**config.mk**
```make
export PLATFORM = sky130hd
export DESIGN_NAME = codificador_bcd
export DESIGN_NICKNAME = d
export VERILOG_FILES = /design/src/rtl/codificador_bcd.sv
export SDC_FILE = /design/constraint.sdc
export NUM_CORES = 1
export LEC_CHECK = 0
export BUFFER_PORTS_ARGS = -buffer_cell sky130_fd_sc_hd__buf_2
export CORE_UTILIZATION = 40
export DETAILED_ROUTE_END_ITERATION = 7
export PLACE_DENSITY_LB_ADDON = 0.2
export SLEW_MARGIN = 20
export SYNTH_ARGS = -nofsm -noshare
export SYNTH_HDL_FRONTEND = slang
export SYNTH_SLANG_ARGS = --single-unit
```
**constraint.sdc**
```tcl
create_clock -name clock -period 1.52 [get_ports clock]
set_input_delay 0.076 -clock clock [delete_from_list [all_inputs] [get_ports clock]]
set_output_delay 0.076 -clock clock [all_outputs]
set_load 0.02 [all_outputs]
```
**src/rtl/codificador_bcd.sv**
```systemverilog
// Sequential binary-to-BCD encoder (double-dabble) for the frequency meter.
// Optional macro ZERO_BLANK_EN: blank leading zero digits with code 5'b11111.
module codificador_bcd #(
  parameter int LARGURA = 17
) (
  input  logic               clock,
  input  logic               limpar,
  input  logic               iniciar,
  input  logic [LARGURA-1:0] contagem,
  output logic               ocupado,
  output logic               pronto,
  output logic               estouro,
  output logic [4:0]         reg_5,
  output logic [4:0]         reg_4,
  output logic [4:0]         reg_3,
  output logic [4:0]         reg_2,
  output logic [4:0]         reg_1
);

  localparam logic [4:0] BLANK = 5'b11111;
  localparam int SW = 20 + LARGURA;

`ifdef ZERO_BLANK_EN
  localparam logic [4:0] RST_HI = BLANK;
`else
  localparam logic [4:0] RST_HI = 5'b00000;
`endif

  typedef enum logic [1:0] {
    OCIOSO,
    CONVERTE,
    CONCLUI
  } estado_t;

  estado_t estado, prox;

  // {scratch[19:0], bin[LARGURA-1:0]} shifted as one word
  logic [SW-1:0] sh;
  logic [19:0]   adj;
  logic [4:0]    cnt;
  logic          est_l;
  logic [4:0]    dig [5];

  always_ff @(posedge clock) begin
    if (limpar) estado <= OCIOSO;
    else        estado <= prox;
  end

  always_comb begin
    prox = estado;
    unique case (estado)
      OCIOSO:   if (iniciar) prox = CONVERTE;
      CONVERTE: if (cnt == 5'd1) prox = CONCLUI;
      CONCLUI:  prox = OCIOSO;
      default:  prox = OCIOSO;
    endcase
  end

  always_comb begin
    ocupado = (estado != OCIOSO);
  end

  always_comb begin
    adj = '0;
    for (int i = 0; i < 5; i++) begin
      if (sh[LARGURA+4*i +: 4] >= 4'd5)
        adj[4*i +: 4] = sh[LARGURA+4*i +: 4] + 4'd3;
      else
        adj[4*i +: 4] = sh[LARGURA+4*i +: 4];
    end
  end

  always_comb begin
`ifdef ZERO_BLANK_EN
    logic lead;
    lead = 1'b1;
`endif
    for (int i = 0; i < 5; i++)
      dig[i] = {1'b0, sh[LARGURA+4*i +: 4]};
`ifdef ZERO_BLANK_EN
    for (int i = 4; i >= 1; i--) begin
      if (lead && sh[LARGURA+4*i +: 4] == 4'd0)
        dig[i] = BLANK;
      else
        lead = 1'b0;
    end
`endif
  end

  always_ff @(posedge clock) begin
    if (limpar) begin
      sh      <= '0;
      cnt     <= '0;
      est_l   <= 1'b0;
      pronto  <= 1'b0;
      estouro <= 1'b0;
      reg_5   <= RST_HI;
      reg_4   <= RST_HI;
      reg_3   <= RST_HI;
      reg_2   <= RST_HI;
      reg_1   <= 5'b00000;
    end else begin
      pronto <= 1'b0;
      unique case (estado)
        OCIOSO: begin
          if (iniciar) begin
            sh    <= {20'd0, contagem};
            cnt   <= 5'(LARGURA);
            est_l <= ({{(32-LARGURA){1'b0}}, contagem} > 32'd99999);
          end
        end
        CONVERTE: begin
          // top-nibble carry falls off the shift; only happens on overflow
          sh  <= {adj, sh[LARGURA-1:0]} << 1;
          cnt <= cnt - 5'd1;
        end
        CONCLUI: begin
          pronto  <= 1'b1;
          estouro <= est_l;
          if (est_l) begin
            reg_5 <= BLANK;
            reg_4 <= BLANK;
            reg_3 <= BLANK;
            reg_2 <= BLANK;
            reg_1 <= BLANK;
          end else begin
            reg_5 <= dig[4];
            reg_4 <= dig[3];
            reg_3 <= dig[2];
            reg_2 <= dig[1];
            reg_1 <= dig[0];
          end
        end
        default: ;
      endcase
    end
  end

endmodule

```
# Word-level counts from Yosys, hierarchy flattened

Cells that the tools add are included.

Bits of input ports: 20
Bits in registers: 72

Muxes and demuxes: 18
Equal/unequal tests: 5
Order comparisons: 6
$add $sub $neg: 6
Reduce and logical (&&, ||, !) cells: 6

Operators by type and width:

| cell                                                                   | number |
|---|---|
| 37-bit one-hot mux with 2 select lines                                 | 1 |
| 37-bit 2-to-1 mux                                                      | 1 |
| 5-bit 2-to-1 mux                                                       | 6 |
| 4-bit by 3-bit >= comparator with 1-bit output (second input constant) | 5 |
| 17-bit > comparator (second input constant)                            | 1 |
| 4-bit by 2-bit adder with 4-bit output (second input constant)         | 4 |
| 4-bit 2-to-1 mux                                                       | 4 |
| 5-bit one-hot mux with 2 select lines                                  | 1 |
| 2-bit AND reduction                                                    | 3 |
| 5-bit by 1-bit == test with 1-bit output (second input constant)       | 1 |
| 5-bit by 1-bit subtractor with 5-bit output (second input constant)    | 1 |
| 2-bit 2-to-1 mux                                                       | 2 |
| 2-bit inequality test (second input constant)                          | 2 |
| 2-bit one-hot mux with 2 select lines                                  | 1 |
| 2-bit nonzero test                                                     | 2 |
| 3-bit by 2-bit adder with 3-bit output (second input constant)         | 1 |
| 3-bit 2-to-1 mux                                                       | 1 |
| 2-bit by 1-bit == test with 1-bit output (second input constant)       | 1 |
| 2-bit == test (second input constant)                                  | 1 |
| 2-bit logical NOT                                                      | 1 |
| 1-bit 2-to-1 mux                                                       | 1 |

# Depth between registers and ports, before layout

Depth in word-level cells: 3
Gate-level depth with buffers: 6
Depth with buffers taken out: 6

# Worst setup path before layout

OpenSTA, ideal clock, no wires.

Kind: reg2reg
Start point: register sh[18]
End point: register sh[19]
Setup slack: 0.168 ns
Cell stages (with the launch flop): 7
Data arrival time: 1.235 ns
Period minus slack after synthesis: 1.352 ns
Path buffers: 0
Library setup time: 0.117 ns
Cell sequence: dfxtp_1 -> inv_1 -> ha_1 -> nand2b_1 -> a21oi_1 -> mux2i_1 -> a22o_1

Longest elaborated chain between the ends: 3
Elaborated cells on any way between the ends: 4

Ends and longest elaborated chain:

| item                                                                                                            | line   | source |
|---|---|---|
| from (decl)                                                                                                     | 38     | `logic [SW-1:0] sh;` |
| from (signal assigned)                                                                                          | 107    | `sh <= {20'd0, contagem};` |
| from (signal assigned)                                                                                          | 114    | `sh <= {adj, sh[LARGURA-1:0]} << 1;` |
| 4-bit by 2-bit adder with 4-bit output / 4-bit by 3-bit >= comparator with 1-bit output (equally long branches) | 67, 66 |  |
| 4-bit 2-to-1 mux *                                                                                              | 66     | `if (sh[LARGURA+4*i +: 4] >= 4'd5)` |
| 37-bit one-hot mux with 2 select lines *                                                                        | 104    | `unique case (estado)` |

Mark *: on every way between the ends. The rest lies on a longest branch, timed or not.
A chain may end at the register's enable or synchronous reset.

# Worst setup path in the final report

Start point: register estado[1]
End point: register cnt[3]

Longest elaborated chain between the ends: 3
Elaborated cells on any way between the ends: 6

Ends and longest elaborated chain:

| item                                                                                 | line | source |
|---|---|---|
| from (decl)                                                                          | 35   | `estado_t estado, prox;` |
| from (signal assigned)                                                               | 46   | `else estado <= prox;` |
| 2-bit by 1-bit == test with 1-bit output / 2-bit logical NOT (equally long branches) | 104  |  |
| 2-bit nonzero test (no line) / 2-bit inequality test (equally long branches)         | n/a  |  |
| 2-bit AND reduction (no line)                                                        | n/a  |  |
| to (signal assigned)                                                                 | 108  | `cnt <= 5'(LARGURA);` |
| to (signal assigned)                                                                 | 115  | `cnt <= cnt - 5'd1;` |
| to (decl)                                                                            | 40   | `logic [4:0] cnt;` |

Parallel ways exist; a longest one is shown, timed or not.

==> out/summary.md <==
The flow ran to the end, and the final reports show no timing, DRC or antenna violations. The clock slew seen by the registers of the worst setup and hold paths was 0.06 ns; the post-synthesis instance area was 2950 µm². The Yosys step of the flow raised 0 warnings.

The floorplan step set the die width to 87.8 µm. The fraction of final layout cells with drive strength greater than 1 is 0.235, and the data arrival at the endpoint of the critical path is 1.70 ns. Yosys attributes the largest share of cell area to dfxtp_1 46%, nor3_1 8.0%, a21oi_1 5.6%, ha_1 5.1%, a22o_1 4.2%.

The upper clock frequency limit is 703 MHz, and the mean area per synthesized cell is 8.64 µm². Global routing finished with a remaining overflow of 0. The area share of the largest cell type after synthesis came out at 0.455. The effective utilization at floorplan came out at 0.424.

The biggest area contributor in the post-synthesis netlist is dfxtp_1. Counting flops and latches in the post-synthesis netlist gives 67. The analysis attributes to cell leakage a power of 1.48 nW.

For the count of final hold-check violations, the log shows 0. The smallest clock period supported by the final layout is computed as 1.42 ns. The worst hold path belongs to the class in2reg.

The final layout contains routed wiring with a total length of 6230 µm. The die outline area came out at 7710 µm². The logs give 6940 µm² for the core area and 30 for the site row count. The tools report the kind of start point of the critical path as a register. TritonCTS built the clock tree. The post-route clock period utilization came out at 0.936. The count of input and output buffers came out at 47.

The number of nets in the synthesized netlist is 373. The first global-routing pass estimated 10,300 µm of wire. For the worst clock skew, the log shows 0.00811 ns.

Counting tap cells, the placed design contains a total of 471 instances. Across the VDD grid, the largest voltage drop is 0.615 mV. The via count of the first global-routing pass is 2,334, and the relative area change from synthesis to final layout is 21.6%. The worst setup path is captured at a register. Via-per-instance ratio: 5.12. The number of DRC markers after the initial detailed-route iteration is 95, and the count of placed standard cells in the final layout, fillers left out is 491.

Number of max-cap violations: 0. The share of async-settable or async-resettable flops after synthesis was 0. Setup repair after global routing left no endpoint under its margin. Power density over the cells: 1070 nW/µm².

The total track usage is 0.173. The number of sinks handled by clock tree synthesis was 67; the required time reported for the critical path endpoint was 1.80 ns. Counting distinct cell types in the post-synthesis netlist gives 35.

Number of antenna-violating nets in the routed design: 0. The worst setup path is of the reg2reg kind. The final layout contains 422 nets. The total clock buffers created by CTS is 9. Detailed placement ended at an HPWL of 4170 µm. 0 antenna diodes ended up in the layout. For the weighted congestion reported at the end of routability-driven placement, the log shows 0.768. Initial antenna violation count: 0. The die is 87.8 µm tall. The run gives 0 ns as the final setup TNS. The top flip-flop cell by instance count after synthesis was dfxtp_1. The number of setup violations in the final report is 0.

Average detailed-routed wire length per instance: 12.7 µm. Counting flops with a built-in enable in the synthesized netlist gives 0. The run gives 3290 µm² as the placed standard-cell area.

The relative max-transition margin came out at 0.603. The clock passes through at most 2 buffers. The tools report the number of I/O pins as 48. The post-route DRC violation count is 0.

Of all nets on the critical path, the largest fanout is 12. For the worst-skew pair, the clock arrives at the later sink with an insertion delay of 0.35 ns. Summing over every cut layer, the via total after detailed routing is 2,514.

The logs give 0.455 for the sequential cell area fraction in the yosys report and 3 for the maximum level of the CTS H-tree. The clock root buffer master was clkbuf_8. The post-layout instance area was 3580 µm².

The cell count after synthesis came out at 341. The pre-antenna-repair detailed-routing pass consisted of 4 iterations. The tools report the max-slew violation count as 0.

At the pin with the least slew margin, the transition time is 0.594 ns. The maximum number of pins on one net before global-route repair came out at 37.
synth_stat cells (2+ instances only):
library cell,number
a21oi_1,33
a22o_1,14
a22oi_1,16
a31oi_1,2
buf_2,8
buf_4,7
clkbuf_1,12
dfxtp_1,67
ha_1,12
inv_1,12
mux2i_1,5
nand2_1,22
nand2b_1,8
nand3_1,7
nand3b_1,2
nor2_1,32
nor2b_1,2
nor3_1,47
o21ai_0,6
o21ai_1,4
xnor2_1,6
xor2_1,4
cell type report:
class                           instances  area, µm²
Fill cell                             684       3360
Multi-Input combinational cell        234       1460
Sequential cell                        67       1340
Timing Repair Buffer                   66        415
Clock buffer                           12        145
Tap cell                               96        120
Clock inverter                          4       50.0
Inverter                               12       45.0
registers in the layout, summed over array words and instances, names as in the netlist, 2 cells and up:
register	count
reg_2	4
reg_1	4
reg_5	4
sh	37
cnt	5
reg_3	4
estado	2
reg_4	4
repair_timing:
action                                  in CTS  in global routing
resized for setup                            4                  9
pin swaps                                    0                  4
hold buffers                                 2                  0
buffers inserted                             0                  2
endpoints found under the hold margin        2                  0
endpoints found under the setup margin      14                 29
per-stage QoR:
stage	power, W	hold slack, ns	setup WS, ns	util
after detailed placement	0.00236	0.334	-0.0318	0.474
after global placement	0.00235	0.320	0.0161	0.474
after CTS	0.00384	0.000507	0.00520	0.507
after floorplan	0.00222	0.212	0.168	-
after global routing	0.00402	0.00288	0.00633	0.516
final	0.00382	0.00597	0.0971	0.516
layout by cell type (no fill, tap or decap), types with 2 or more instances in the layout:
| cell | n |
|---|---|
| inv_1 | 12 |
| nand3b_1 | 2 |
| buf_2 | 47 |
| buf_12 | 2 |
| nor3_1 | 47 |
| nor2_1 | 31 |
| buf_4 | 14 |
| clkbuf_8 | 10 |
| nand2b_1 | 8 |
| a21oi_2 | 4 |
| o21ai_0 | 6 |
| clkbuf_1 | 2 |
| xor2_1 | 4 |
| dfxtp_2 | 2 |
| nand3_1 | 7 |
| a31oi_1 | 2 |
| clkinvlp_4 | 2 |
| a21oi_1 | 29 |
| a22oi_1 | 16 |
| dlygate4sd3_1 | 2 |
| a22o_1 | 14 |
| xnor2_1 | 6 |
| mux2i_1 | 5 |
| nand2_1 | 22 |
| o21ai_1 | 4 |
| ha_1 | 12 |
| nor2_2 | 2 |
| dfxtp_1 | 65 |
worst max-delay path: stages, from the launching register on:
cell and delay [ns]:
dfxtp_1 0.38, nand2b_1 0.20, buf_4 0.19, nor4_2 0.15, mux2_2 0.36, nor2_1 0.08
path summary, 6_finish.rpt:
check / startpoint / end / slack (ns) / depth (start not counted)
worst max register to register: estado[1] / cnt[3] / 0.1 / 5
worst min register to register: sh[6] / sh[6] / 0.46 / 2
worst max-delay path: estado[1] / cnt[3] / 0.1 / 5
worst min-delay path: contagem[1] / sh[1] / 0.006 / 3
report_power, final:
group	switching [W]	internal (W)
clock network	0.000666	0.000800
registers	0.0000494	0.00183
logic	0.000277	0.000197
per-layer routing:
layer	up-vias	GRT usage	part of all wire
met5	-	0	0
met1	1180	0.188	0.46
li1	1290	-	-
met4	0	0.0611	0.0098
met3	8	0.0603	0.031
met2	36	0.313	0.50
cell families (layout without fill, tap and decap cells):
family / count (synthesis) / after routing / share of synthesized area
multiplexers: 6 / 6 / 0.0208
buffers and inverters: 40 / 94 / 0.0633
AND/OR/NAND/NOR: 129 / 129 / 0.212
adder cells (fa/ha/maj): 12 / 12 / 0.0510
AO/OA/AOI/OAI: 77 / 77 / 0.168
XOR/XNOR: 10 / 10 / 0.0297
flip-flops: 67 / 67 / 0.455
(Power assumes the default switching activity.)
